File: src/rtl/wm8978_i2c_slave.sv
// WM8978 control-port model: write-only I2C slave that stores {addr[6:0], data[8:0]}
// frames in a 64 x 9 register file and exposes a registered read port.
module wm8978_i2c_slave #(
  parameter logic [6:0] DEV_ADDR = 7'h1A,
  parameter int         FILT     = 3
) (
  input  logic       clk,
  input  logic       rst,
  input  logic       scl,
  input  logic       sda_in,
  output logic       sda_oe,
  output logic       reg_wr,
  output logic [6:0] reg_addr,
  output logic [8:0] reg_data,
  input  logic [5:0] rd_addr,
  output logic [8:0] rd_data,
  output logic       busy,
  output logic       err
);

  typedef enum logic [2:0] {
    IDLE, DEV, ACK_DEV, BYTE1, ACK1, BYTE2, ACK2, IGNORE
  } state_t;

  state_t     state_reg, state_next;
  logic [1:0] raw_in, filt_lvl, filt_prev_reg;
  logic       scl_f, sda_f, scl_rise, scl_fall, start_det, stop_det;
  logic [2:0] bit_cnt_reg;
  logic       done_reg;
  logic [7:0] shift_reg, byte1_reg;
  logic       commit, abort;
  logic       reg_wr_reg, err_reg;
  logic [6:0] reg_addr_reg;
  logic [8:0] reg_data_reg, rd_data_reg;
  logic [8:0] regs_word [64];

  assign raw_in = {sda_in, scl};

  // Bit 0 = SCL, bit 1 = SDA: synchronize, then accept a new level only once
  // the last FILT synchronized samples all agree.
  genvar gi;
  generate
    for (gi = 0; gi < 2; gi++) begin : g_cond
      logic            sync1_reg, sync2_reg, lvl_reg;
      logic [FILT-1:0] hist_reg;
      always_ff @(posedge clk) begin
        if (rst) begin
          sync1_reg <= 1'b1;
          sync2_reg <= 1'b1;
          hist_reg  <= '1;
          lvl_reg   <= 1'b1;
        end else begin
          sync1_reg <= raw_in[gi];
          sync2_reg <= sync1_reg;
          hist_reg  <= (hist_reg << 1) | FILT'(sync2_reg);
          if (&hist_reg)
            lvl_reg <= 1'b1;
          else if (~|hist_reg)
            lvl_reg <= 1'b0;
        end
      end
      assign filt_lvl[gi] = lvl_reg;
    end
  endgenerate

  always_ff @(posedge clk) begin
    if (rst) filt_prev_reg <= 2'b11;
    else     filt_prev_reg <= filt_lvl;
  end

  assign scl_f     = filt_lvl[0];
  assign sda_f     = filt_lvl[1];
  assign scl_rise  = scl_f & ~filt_prev_reg[0];
  assign scl_fall  = ~scl_f & filt_prev_reg[0];
  assign start_det = scl_f & filt_prev_reg[0] & filt_prev_reg[1] & ~sda_f;
  assign stop_det  = scl_f & filt_prev_reg[0] & ~filt_prev_reg[1] & sda_f;

  always_ff @(posedge clk) begin
    if (rst) state_reg <= IDLE;
    else     state_reg <= state_next;
  end

  always_comb begin
    state_next = state_reg;
    if (start_det)
      state_next = DEV;
    else if (stop_det)
      state_next = IDLE;
    else begin
      case (state_reg)
        DEV:     if (scl_fall && done_reg)
                   state_next = (shift_reg == {DEV_ADDR, 1'b0}) ? ACK_DEV : IGNORE;
        BYTE1:   if (scl_fall && done_reg)
                   state_next = shift_reg[7] ? IGNORE : ACK1;
        BYTE2:   if (scl_fall && done_reg) state_next = ACK2;
        ACK_DEV: if (scl_fall) state_next = BYTE1;
        ACK1:    if (scl_fall) state_next = BYTE2;
        ACK2:    if (scl_fall) state_next = IGNORE;
        default: state_next = state_reg;
      endcase
    end
  end

  always_comb begin
    sda_oe = 1'b0;
    busy   = 1'b0;
    if (state_reg == ACK_DEV || state_reg == ACK1 || state_reg == ACK2)
      sda_oe = 1'b1;
    if (state_reg != IDLE)
      busy = 1'b1;
  end

  assign commit = (state_reg == BYTE2) && (state_next == ACK2);
  assign abort  = (start_det || stop_det) &&
                  (state_reg == BYTE1 || state_reg == ACK1 || state_reg == BYTE2);

  // Shift register and bit counter; done_reg marks a full byte awaiting its ACK slot.
  always_ff @(posedge clk) begin
    if (rst) begin
      bit_cnt_reg <= '0;
      done_reg    <= 1'b0;
      shift_reg   <= '0;
      byte1_reg   <= '0;
    end else if (start_det || stop_det) begin
      bit_cnt_reg <= '0;
      done_reg    <= 1'b0;
    end else begin
      if ((state_reg == DEV || state_reg == BYTE1 || state_reg == BYTE2) &&
          scl_rise && !done_reg) begin
        shift_reg   <= {shift_reg[6:0], sda_f};
        bit_cnt_reg <= bit_cnt_reg + 3'd1;
        if (bit_cnt_reg == 3'd7)
          done_reg <= 1'b1;
      end
      if ((state_reg == ACK_DEV || state_reg == ACK1 || state_reg == ACK2) && scl_fall) begin
        bit_cnt_reg <= '0;
        done_reg    <= 1'b0;
      end
      if (state_reg == BYTE1 && state_next == ACK1)
        byte1_reg <= shift_reg;
    end
  end

  always_ff @(posedge clk) begin
    if (rst) begin
      reg_wr_reg   <= 1'b0;
      err_reg      <= 1'b0;
      reg_addr_reg <= '0;
      reg_data_reg <= '0;
    end else begin
      reg_wr_reg <= commit;
      err_reg    <= abort;
      if (commit) begin
        reg_addr_reg <= byte1_reg[7:1];
        reg_data_reg <= {byte1_reg[0], shift_reg};
      end
    end
  end

  // Address 0 is the codec soft reset: it clears the whole file, itself included.
  generate
    for (gi = 0; gi < 64; gi++) begin : g_regs
      logic [8:0] val_reg;
      always_ff @(posedge clk) begin
        if (rst)
          val_reg <= '0;
        else if (reg_wr_reg) begin
          if (reg_addr_reg == 7'd0)
            val_reg <= '0;
          else if (reg_addr_reg[5:0] == 6'(gi))
            val_reg <= reg_data_reg;
        end
      end
      assign regs_word[gi] = val_reg;
    end
  endgenerate

  always_ff @(posedge clk) begin
    if (rst) rd_data_reg <= '0;
    else     rd_data_reg <= regs_word[rd_addr];
  end

  assign reg_wr   = reg_wr_reg;
  assign reg_addr = reg_addr_reg;
  assign reg_data = reg_data_reg;
  assign rd_data  = rd_data_reg;
  assign err      = err_reg;

endmodule
File: config.mk
export PLATFORM = sky130hd
export DESIGN_NAME = wm8978_i2c_slave
export DESIGN_NICKNAME = d
export VERILOG_FILES = /design/src/rtl/wm8978_i2c_slave.sv
export SDC_FILE = /design/constraint.sdc
export NUM_CORES = 1
export LEC_CHECK = 0
export BUFFER_PORTS_ARGS = -buffer_cell sky130_fd_sc_hd__buf_2
export CORE_MARGIN = 1.5
export CORE_UTILIZATION = 40
export DETAILED_ROUTE_END_ITERATION = 10
export HOLD_SLACK_MARGIN = 0.15
export PLACE_DENSITY = 0.63
export SKIP_CTS_REPAIR_TIMING = 1
export SKIP_LAST_GASP = 1
export SLEW_MARGIN = 10
export SYNTH_ARGS = -nofsm -noshare
export SYNTH_HDL_FRONTEND = slang
export SYNTH_SLANG_ARGS = --single-unit
File: constraint.sdc
create_clock -name clk -period 2.07 [get_ports clk]
set_input_delay 0.414 -clock clk [delete_from_list [all_inputs] [get_ports clk]]
set_output_delay 0.414 -clock clk [all_outputs]
set_load 0.02 [all_outputs]
After elaboration in Yosys (flattened, before gate mapping). Cells that the tools add are included.

$add $sub $neg: 1. Multipliers: 0. Div/mod/pow operators: 0. Order comparisons: 1. Equal/unequal tests: 73. Shifts and indexed selects: 0. Muxes and demuxes: 144. Bitwise logic cells: 15. Reduce and logical (&&, ||, !) cells: 156.

Operator list (count): $mux W9 (130); $eq A6 B6 Y1 const B (32); $reduce_and A2 Y1 (67); $reduce_bool A2 Y1 (64); $eq A6 B5 Y1 const B (16); $bmux W9 S6 (1); $eq A6 B4 Y1 const B (8); $mux W3 (9); $eq A6 B3 Y1 const B (4); $eq A3 B3 Y1 const B (6); $pmux W3 S6 (1); $eq A6 B2 Y1 const B (2); $reduce_or A3 Y1 (3); $eq A8 B6 Y1 const B (1); $and A1 B1 Y1 (7); $ge A7 B7 Y1 const B (1); $logic_and A1 B1 Y1 (7); $logic_not A7 Y1 (1); $logic_or A1 B1 Y1 (7); $not A6 Y7 (1); $eq A3 B2 Y1 const B (2); $eq A6 B1 Y1 const B (1); $logic_not A6 Y1 (1); $or A3 B1 Y3 (2); other kinds (9) (16).

Bits in registers: 640. Latch bits: 0. RAM bits: 0. Bits in read-only memories: 0. Input bits: 10. Output and inout port bits: 29. Word-level logic and storage cells: 473. Memories: 0.

Logic depth before layout (Yosys ltp). Gate-level depths: netlist of the first run.

Depth after elaboration: 10. Mapped depth: 9. Mapped depth without buffers: 5.

Least setup slack after synthesis of the first run. OpenSTA, ideal clock, no wires.

Kind: register -> register. Start point: reg reg_addr_reg[0], in the netlist reg_addr[0]. End point: reg g_regs[0].val_reg[0]. Data arrival time: 2.011 ns. Required time: 1.942 ns. Setup slack: -0.069 ns. Stages on the path, launching flop included: 9. Buffers on the path: 3. Clock period less this slack: 2.139 ns. Cell sequence: dfxtp_1 -> or4_4 -> nor3_4 -> clkbuf_4 -> nor2b_2 -> buf_6 -> buf_6 -> mux2i_1 -> nor2_1.

Word-level cells in the longest chain between the ends: 3.

RTL lines: start: declaration (RTL line 33) `logic [6:0] reg_addr_reg;`; start signal: assignment (RTL line 154) `reg_addr_reg <= byte1_reg[7:1];`; $logic_not A7 Y1 / $logic_not A6 Y1 (equally long branches) (RTL line 168, 170); $reduce_bool A2 Y1 (no line); $reduce_and A2 Y1 (no line); end signal: assignment (RTL line 171) `val_reg <= reg_data_reg;`; end: declaration (RTL line 163) `logic [8:0] val_reg;`.

Several ways; a longest one is shown, not always the timed one. A chain may end at the register's enable or synchronous reset.

Final worst setup path of the first run.
Start point: reg reg_addr_reg[3], in the netlist reg_addr[3]. End point: reg g_regs[24].val_reg[1].

Word-level cells in the longest chain between the ends: 3.

RTL lines (RTL line): $eq A6 B5 Y1 / $logic_not A7 Y1 (equally long branches) (170, 168); $reduce_bool A2 Y1 (no line); $reduce_and A2 Y1 (no line); end signal: assignment (171); end: declaration (163).

Several ways; a longest one is shown, not always the timed one.

==> reports/qor.csv, run 1 <==
stage,metric,value,unit
run_status,outcome,"finished, violations left",
run_status,failing checks,negative setup slack,
pwr,Power Dens Cells,774.1,mW/mm2
placement,post-place instance area,0.03143,mm2
timing,Final setup viols,538,
worst_hold_path,Hold Crit Depth,3,
grt,via count of the first global-routing pass,20870,
finish,fin area,0.03406,mm2
timing,f_max,0.4520,GHz
grt,antenna violations before repair,1,
timing,Final Skew,0.02619,ns
timing,worst setup margin,-0.1426,ns
timing,fin crit share,1.069,
placement,GP Congestion,0.9121,
synth,post-synthesis cell area,0.02842,mm2
floorplanning,# IOs,39,
floorplanning,Die H,269.6,um
drt,DRC errors left,0,
floorplanning,Row Count,97,
synth,"area leader, netlist",dfxtp_1,
cts,clock latency at the later pin of the worst-skew pair,0.62,ns
pwr,Clk pwr share,0.494,
floorplanning,Die X,269.6,um
floorplanning,Starting Density,0.4051,
timing,Fin. Hold Viols,0,
pwr,sw frac,0.2206,
grt,GRT Total Usage,0.2167,
finish,flip-flop count of the largest register after layout,576,
grt,pin count of the biggest net entering global routing,133,
timing,TNS Setup,-24.83,ns
cts,CTS Sinks,640,
finish,post-layout util,0.4856,
worst_setup_path,"critical path fanouts, max",11,
grt,first-pass GRT wire length,123.5,mm
timing,worst-margin pin slew,0.9255,ns
cts,CTS tree,yes,
drt,Initial DRC Count,1836,
synth,Synthesis Warnings,0,
drt,post-route ant nets,0,
finish,share of cells above drive strength 1,0.2145,
pwr,Comb pwr share,0.037,
timing,max-slew violations,0,
synth,most frequent cell after synthesis,nor2_1,
worst_setup_path,CP arrival,2.69,ns
finish,fin nets,2815,
synth,Yosys reg bits,640,
pwr,LEAKAGE,16.72,nW
job,Max Cap Viol,0,
placement,Placed Cells,3662,
synth,Yosys top cell area share,0.4508,
worst_setup_path,Worst EP required,2.54,ns
cts,Clock transition at path regs,0.06,ns
timing,relative max-transition margin,0.3777,
finish,Filler Cells Inserted,6313,
finish,fin cells,3799,
synth,Syn Nets,2720,
worst_setup_path,CP Class,register to register,
synth,top post-synthesis cells by area,"dfxtp_1 45%, mux2i_1 22%, mux4_2 11%",
pwr,Int Power,20.55,mW
synth,Post-Synthesis Cells,2708,
drt,Pre-antenna DRT Iters,5,
cts,CTS Buffer Depth,3,
floorplanning,Core Region,0.07015,mm2
timing,final hold slack,0.2770,ns
synth,sequential-to-total area share from yosys stat,0.4508,
worst_setup_path,Worst setup SP type,register,
pwr,Peak VDD IR,579.0,uV
synth,Yosys cell types,63,
placement,HPWL Detailed,55.32,mm
timing,RSZ-0062 raised after global routing,true,
pwr,P_sw,5.816,mW
grt,"Remaining Overflow, GRT",0,
drt,vias,20900,
cts,H-tree levels,3,
drt,drt total wl,81.42,mm
drt,DR WL/cell,21.43,um
worst_hold_path,hold crit path type,input port to register,
synth,Post-synth EDFFs,0,
synth,Most used DFF post-synth,dfxtp_1,
drt,vias per cell,5.501,
worst_setup_path,CP endpoint kind,register,
placement,I/O Buffers,38,
finish,Layout area overhead,19.85,%
synth,ys async rst share,0,
synth,Post-synth top cells,"697 x nor2_1, 640 x dfxtp_1, 611 x mux2i_1, 138 x mux4_2, 109 x clkbuf_1",
pwr,sequential share of power,0.469,
floorplanning,Die ar.,0.07266,mm2
timing,min Tclk post-route,2.213,ns
cts,CTS Buf Count,69,
synth,synthesized area per cell,10.50,um2
worst_setup_path,r2r worst-path depth,9,
cts,Root Driver,clkbuf_16,
==> per-layer routing <==
layer | track usage | routed length [um]
met1 | 0.2837 | 34850
met2 | 0.3591 | 38330
met3 | 0.03910 | 5506
met4 | 0.07451 | 2718
met5 | 0 | 13
==> path summary, 6_finish.rpt <==
path / startpoint / slack [ns] / end
setup / recovery: reg_addr[3] / -0.14 / g_regs[24].val_reg[1]
hold / removal: rst / 0.28 / g_regs[24].val_reg[5]
setup reg to reg: reg_addr[3] / -0.14 / g_regs[24].val_reg[1]
hold reg to reg: g_cond[1].sync1_reg / 0.41 / g_cond[1].sync2_reg
==> final cells by class <==
type	instances	area (um2)	share of cell area
Antenna cell	1	2.502	0.00007346
Timing Repair Buffer	299	3505	0.1029
Inverter	3	11.26	0.0003306
Clock inverter	33	404.1	0.01186
Sequential cell	640	12820	0.3763
Multi-Input combinational cell	1790	14140	0.4150
Tap cell	940	1176	0.03453
Clock buffer	93	2011	0.05903
==> metrics by stage <==
step	power, mW	setup slack [ns]
floorplan	13.17	0.01095
global placement	13.58	-0.4287
detailed placement	13.59	-0.4288
CTS	26.55	-0.1652
global route	27.14	-0.2525
finish	26.37	-0.1426
==> layout by cell type, fill, tap and decap left out, drive strengths merged, types with 4 or more instances in the layout <==
cell and count:
clkinv 21, mux2i 611, nor2b 16, a31oi 4
or2 16, buf 291, inv 5, or3 6
a21oi 24, o21ai 80, nand4b 5, o22ai 24
nand2 35, clkbuf 97, nor3 9, dlygate4sd3 4
a22oi 4, mux4 138, bufinv 8, a211oi 8
o221ai 8, or4bb 6, nand3 17, o31ai 5
mux2 13, o21bai 5, nand2b 10, nand3b 4
nor2 697, or4b 4, dfxtp 640
==> power groups by stage <==
stage          clock [mW]  sequential, mW  combinational (mW)
2_1_floorplan           0            12.6               0.542
4_1_cts              13.2            12.4               0.963
3_5_place_dp            0            12.6               0.962
3_3_place_gp            0            12.6               0.954
5_1_grt              13.8            12.3                1.03
6_report             13.0            12.4               0.981
==> critical path, stage by stage, from the launching register on <==
cell	delay, ns
dfxtp_2	0.31
or4_4	0.55
nor3_4	0.22
buf_6	0.17
clkbuf_16	0.18
buf_4	0.12
o21ai_1	0.10
buf_12	0.18
mux2i_1	0.17
nor2_1	0.06
==> kinds of logic after synthesis <==
logic type | count (synthesis) | share of synthesized area
simple gates | 843 | 0.1245
mux | 762 | 0.3297
flops | 640 | 0.4508
buf+inv | 278 | 0.05499
compound gates | 181 | 0.03848
xor+xnor | 2 | 0.0006164
fa+ha+maj | 2 | 0.0008803
Power figures use the tool's default switching activity.
==> run 2, diff against run 1 <==
==> constraint.sdc (replaced) <==
create_clock -name clk -period 2.07 [get_ports clk]
set_input_delay 0.1035 -clock clk [delete_from_list [all_inputs] [get_ports clk]]
set_output_delay 0.1035 -clock clk [all_outputs]
set_load 0.02 [all_outputs]
==> run 2 against run 1 <==
Compared with the run above: the flow finishes with violations (negative hold slack, negative setup slack); highest routed layer unchanged; critical endpoint is now g_regs[63].val_reg[1]; global-route usage fell by 0.43 points; via count increased by 1.2%; maximum frequency down 3.6%; worst setup slack worse by 0.082 ns; largest cell class unchanged; critical path type unchanged.
==> reports/qor.csv, run 2 (same netlist as run 1, synthesis figures left out) <==
stage,metric,value,unit
run_status,outcome,"finished, violations left",
run_status,failing checks,"negative hold slack, negative setup slack",
finish,share of cells above drive strength 1,0.2183,
floorplanning,# IOs,39,
placement,I/O Buffers,38,
drt,vias,21150,
grt,antenna violations before repair,1,
drt,met3 wire length,6.160,mm
grt,via count of the first global-routing pass,20380,
grt,"Remaining Overflow, GRT",0,
worst_setup_path,worst-path cell chain,or4_4 > nor3_4 > buf_4 > buf_6 > and2b_4 > clkbuf_16 > mux2i_1 > nor2_1,
timing,worst-margin pin slew,1.026,ns
cts,CTS tree,yes,
cts,CTS Sinks,640,
drt,drt total wl,85.40,mm
drt,Initial DRC Count,1891,
pwr,Peak VDD IR,588.9,uV
finish,ant diodes,0,
worst_setup_path,CP Class,register to register,
drt,post-route ant nets,0,
timing,relative max-transition margin,0.3159,
finish,flip-flop count of the largest register after layout,576,
timing,f_max,0.4357,GHz
floorplanning,Die H,269.6,um
placement,HPWL Detailed,53.46,mm
drt,DRC errors left,0,
pwr,Power Dens Cells,765.8,mW/mm2
cts,H-tree levels,3,
cts,CTS Buf Count,71,
worst_setup_path,CP endpoint kind,register,
floorplanning,Die X,269.6,um
grt,first-pass GRT wire length,121.0,mm
timing,Fin. Hold Viols,6,
floorplanning,Row Count,97,
pwr,LEAKAGE,16.75,nW
drt,max layer used,met5,
cts,clock latency at the later pin of the worst-skew pair,0.62,ns
worst_setup_path,CP arrival,2.76,ns
worst_setup_path,Worst EP required,2.53,ns
timing,Final Skew,0.02226,ns
job,Max Cap Viol,0,
placement,GP Congestion,0.8947,
grt,pin count of the biggest net entering global routing,224,
worst_setup_path,critical path's top delay family,simple AND/OR/NAND/NOR gates,
floorplanning,Core Region,0.07015,mm2
worst_setup_path,Worst setup SP type,register,
timing,max-slew violations,0,
worst_hold_path,hold crit path type,input port to register,
floorplanning,Die ar.,0.07266,mm2
finish,Layout area overhead,20.73,%
finish,most frequent cells in the layout,"697 x nor2_1, 635 x dfxtp_1, 598 x mux2i_1, 138 x mux4_2, 134 x buf_4",
drt,Pre-antenna DRT Iters,5,
timing,fin crit share,1.109,
drt,met2 wire len,40.31,mm
cts,Clock transition at path regs,0.06,ns
finish,"commonest non-fill, non-tap cell in the layout",nor2_1,
pwr,total power,26.28,mW
drt,vias per cell,5.568,
floorplanning,Starting Density,0.4051,
drt,WL met1,35.76,mm
timing,RSZ-0062 raised after global routing,true,
drt,DR WL/cell,22.48,um
grt,GRT Total Usage,0.2124,
worst_setup_path,"Slowest-stage cell, CP",or4_4,
timing,worst setup margin,-0.2249,ns
cts,Root Driver,clkbuf_16,
timing,min Tclk post-route,2.295,ns
worst_setup_path,CP peak stage delay,0.56,ns
worst_setup_path,"critical path fanouts, max",13,
timing,Final setup viols,576,
worst_setup_path,WP buf/inv,3,
cts,CTS Buffer Depth,3,
timing,final hold slack,-0.2011,ns
finish,fin nets,2817,
finish,Filler Cells Inserted,6286,
==> run 2: worst paths after layout <==
kind,startpoint,to,slack [ns],depth (start not counted)
max,reg_addr[1],g_regs[63].val_reg[1],-0.22,8
min,rst,g_regs[59].val_reg[4],-0.20,2
max reg2reg,reg_addr[1],g_regs[63].val_reg[1],-0.22,8
min reg2reg,g_cond[1].sync2_reg,g_cond[1].hist_reg[0],0.41,1
==> run 2: layer usage <==
metal,vias to the layer above,GRT usage
met5,-,0
met4,2,0.07289
met3,177,0.03883
met2,784,0.3575
met1,10570,0.2732
li1,9622,-
==> run 2: area by class of cell <==
cell class / count / area, um2 / share of cell area
clock buffers: 100 / 2036 / 0.05933
clock inverters: 27 / 370.4 / 0.01079
inverters: 3 / 11.26 / 0.0003282
multi-input cells: 1791 / 14210 / 0.4142
flip-flops and latches: 640 / 12820 / 0.3737
well taps: 940 / 1176 / 0.03428
repair buffers: 298 / 3685 / 0.1074
==> run 2: worst reg2reg max path, stage by stage, from the launching register on <==
cell       delay (ns)
dfxtp_4          0.36
or4_4            0.56
nor3_4           0.23
buf_4            0.15
buf_6            0.11
and2b_4          0.27
clkbuf_16        0.24
mux2i_1          0.18
nor2_1           0.06
==> run 2: power breakdown <==
group          total (mW)  leakage [nW]  switching (mW)  internal [mW]
clock                12.9          1.19            5.18           7.77
combinational       0.972          10.4           0.625          0.347
sequential           12.4          5.16          0.0212           12.3
total                26.3          16.8            5.83           20.5
==> run 2: per-stage QoR <==
step | setup slack, ns | area (um2) | util | cells | TNS (ns)
floorplan | 0.01095 | 28430 | - | 2708 | 0
global placement | -0.3488 | 31130 | 0.4438 | 3636 | -22.81
detailed placement | -0.3153 | 31130 | 0.4438 | 3636 | -43.97
CTS | -0.1846 | 33540 | 0.4781 | 3763 | -51.88
global route | -0.2787 | 34310 | 0.4891 | 3799 | -113.19
finish | -0.2249 | 34310 | 0.4891 | 3799 | -77.99
==> run 3, diff against run 2 <==
--- a/config.mk
+++ b/config.mk
@@ -10,6 +10,7 @@
 export CORE_UTILIZATION = 40
 export DETAILED_ROUTE_END_ITERATION = 10
 export HOLD_SLACK_MARGIN = 0.15
+export MAX_ROUTING_LAYER = met4
 export PLACE_DENSITY = 0.63
 export SKIP_CTS_REPAIR_TIMING = 1
 export SKIP_LAST_GASP = 1
==> run 3 against run 2 <==
Compared with the run above: final area down 1.5%; final cell count decreased by 0.58%; sequential power barely moved; via count down 2.0%; worst setup slack improved by 0.036 ns; die area did not move; core utilization shrank 0.73 points; clock skew fell by 0.0024 ns; critical path type unchanged; critical path depth unchanged; sequential share of layout area increased by 0.56 points; largest power group unchanged; the run still ends with negative hold slack, negative setup slack left.
==> reports/qor.csv, run 3 (same netlist as run 1, synthesis figures left out) <==
stage,metric,value,unit
cts,CTS tree,yes,
drt,Pre-antenna DRT Iters,5,
grt,antenna violations before repair,3,
worst_setup_path,CP peak stage delay,0.56,ns
placement,HPWL Detailed,53.46,mm
timing,final hold slack,-0.2035,ns
worst_setup_path,WP buf/inv,3,
cts,CTS Sinks,640,
drt,DRC errors left,0,
finish,Filler Cells Inserted,6335,
grt,GRT Total Usage,0.2188,
worst_setup_path,critical path's top delay family,simple AND/OR/NAND/NOR gates,
grt,pin count of the biggest net entering global routing,224,
floorplanning,Die X,269.6,um
drt,drt total wl,80.07,mm
worst_setup_path,"critical path fanouts, max",9,
finish,fin nets,2793,
finish,area occupied by multi-input gates,0.01415,mm2
floorplanning,Core Region,0.07015,mm2
timing,Final setup viols,575,
finish,area taken by flip-flops and latches,0.01282,mm2
drt,post-route ant nets,0,
placement,I/O Buffers,38,
pwr,LEAKAGE,16.57,nW
timing,TNS Setup,-74.55,ns
timing,Final Skew,0.01988,ns
timing,Fin. Hold Viols,6,
timing,worst-margin pin slew,1.104,ns
cts,Clock transition at path regs,0.06,ns
cts,H-tree levels,3,
floorplanning,Starting Density,0.4051,
worst_setup_path,Worst EP required,2.52,ns
timing,min Tclk post-route,2.259,ns
cts,Root Driver,clkbuf_16,
cts,clock latency at the later pin of the worst-skew pair,0.62,ns
worst_setup_path,Worst setup SP type,register,
timing,RSZ-0062 raised after global routing,true,
cts,CTS Buf Count,71,
floorplanning,Row Count,97,
worst_setup_path,CP endpoint kind,register,
drt,Initial DRC Count,1730,
finish,share of cells above drive strength 1,0.2085,
pwr,Power Dens Cells,777.0,mW/mm2
drt,met2 wire len,38.51,mm
cts,CTS Buffer Depth,3,
worst_setup_path,"Slowest-stage cell, CP",or4_4,
floorplanning,# IOs,39,
drt,vias,20720,
placement,pre-CTS setup slack,-0.3153,ns
finish,post-layout util,0.4819,
finish,"commonest non-fill, non-tap cell in the layout",nor2_1,
run_status,outcome,"finished, violations left",
drt,DR WL/cell,21.20,um
drt,vias per cell,5.485,
drt,WL met1,34.51,mm
run_status,failing checks,"negative hold slack, negative setup slack",
timing,fin crit share,1.091,
placement,GP Congestion,0.9102,
pwr,Peak VDD IR,539.7,uV
worst_setup_path,worst-path cell chain,or4_4 > nor3_4 > buf_6 > clkbuf_16 > o21ai_1 > buf_12 > mux2i_1 > nor2_1,
drt,max layer used,met4,
finish,flip-flop count of the largest register after layout,576,
worst_hold_path,hold crit path type,input port to register,
worst_setup_path,CP Class,register to register,
grt,"Remaining Overflow, GRT",0,
timing,worst setup margin,-0.1889,ns
job,Max Cap Viol,0,
finish,Layout area overhead,18.93,%
timing,max-slew violations,0,
floorplanning,Die ar.,0.07266,mm2
grt,via count of the first global-routing pass,20410,
worst_setup_path,CP arrival,2.71,ns
timing,f_max,0.4427,GHz
finish,most frequent cells in the layout,"697 x nor2_1, 635 x dfxtp_1, 600 x mux2i_1, 138 x mux4_2, 137 x buf_4",
floorplanning,Die H,269.6,um
grt,first-pass GRT wire length,121.1,mm
timing,relative max-transition margin,0.2638,
drt,met3 wire length,4.638,mm
[run 3: cell types whose count changed in the layout (fill, tap and decap cells not counted), sizes merged]
| cell | delta |
|---|---|
| diode | +2 |
| nor2b | -1 |
| clkbuf | -10 |
| buf | -13 |
[run 3: metal layers]
metal / track usage / vias up
li1: - / 9571
met1: 0.2725 / 10390
met2: 0.3591 / 602
met3: 0.03901 / 151
met4: 0.07111 / 0
met5: - / -
[run 3: final timing paths]
| check | startpoint | endpoint | slack [ns] | cells past startpoint |
|---|---|---|---|---|
| hold / removal | rst | g_regs[59].val_reg[4] | -0.20 | 2 |
| setup reg to reg | reg_addr[1] | g_regs[4].val_reg[4] | -0.19 | 8 |
| hold reg to reg | g_cond[1].sync2_reg | g_cond[1].hist_reg[0] | 0.41 | 1 |
| setup / recovery | reg_addr[1] | g_regs[4].val_reg[4] | -0.19 | 8 |
[run 3: area by class of cell]
type                    count  share of cell area
flip-flops and latches    640              0.3793
diodes                      2           0.0001481
clock buffers             100             0.06022
repair buffers            275             0.09568
multi-input cells        1790              0.4186
clock inverters            27             0.01096
inverters                   3           0.0003331
well taps                 940             0.03479
[run 3: metrics by stage]
stage	hold slack (ns)	std cells	power [mW]	area [um2]
after floorplan	0.2073	2708	13.17	28430
after global placement	0.2875	3636	13.57	31130
after detailed placement	0.2887	3636	13.58	31130
after CTS	-0.3642	3763	26.44	33540
after global routing	-0.2192	3777	27.04	33800
final	-0.2035	3777	26.26	33800
[run 3: where the power goes]
| part | leakage [nW] | switching (mW) | internal (mW) |
|---|---|---|---|
| Clock | 1.19 | 5.17 | 7.77 |
| Combinational | 10.2 | 0.623 | 0.347 |
| Sequential | 5.16 | 0.0208 | 12.3 |
| Total | 16.6 | 5.81 | 20.5 |
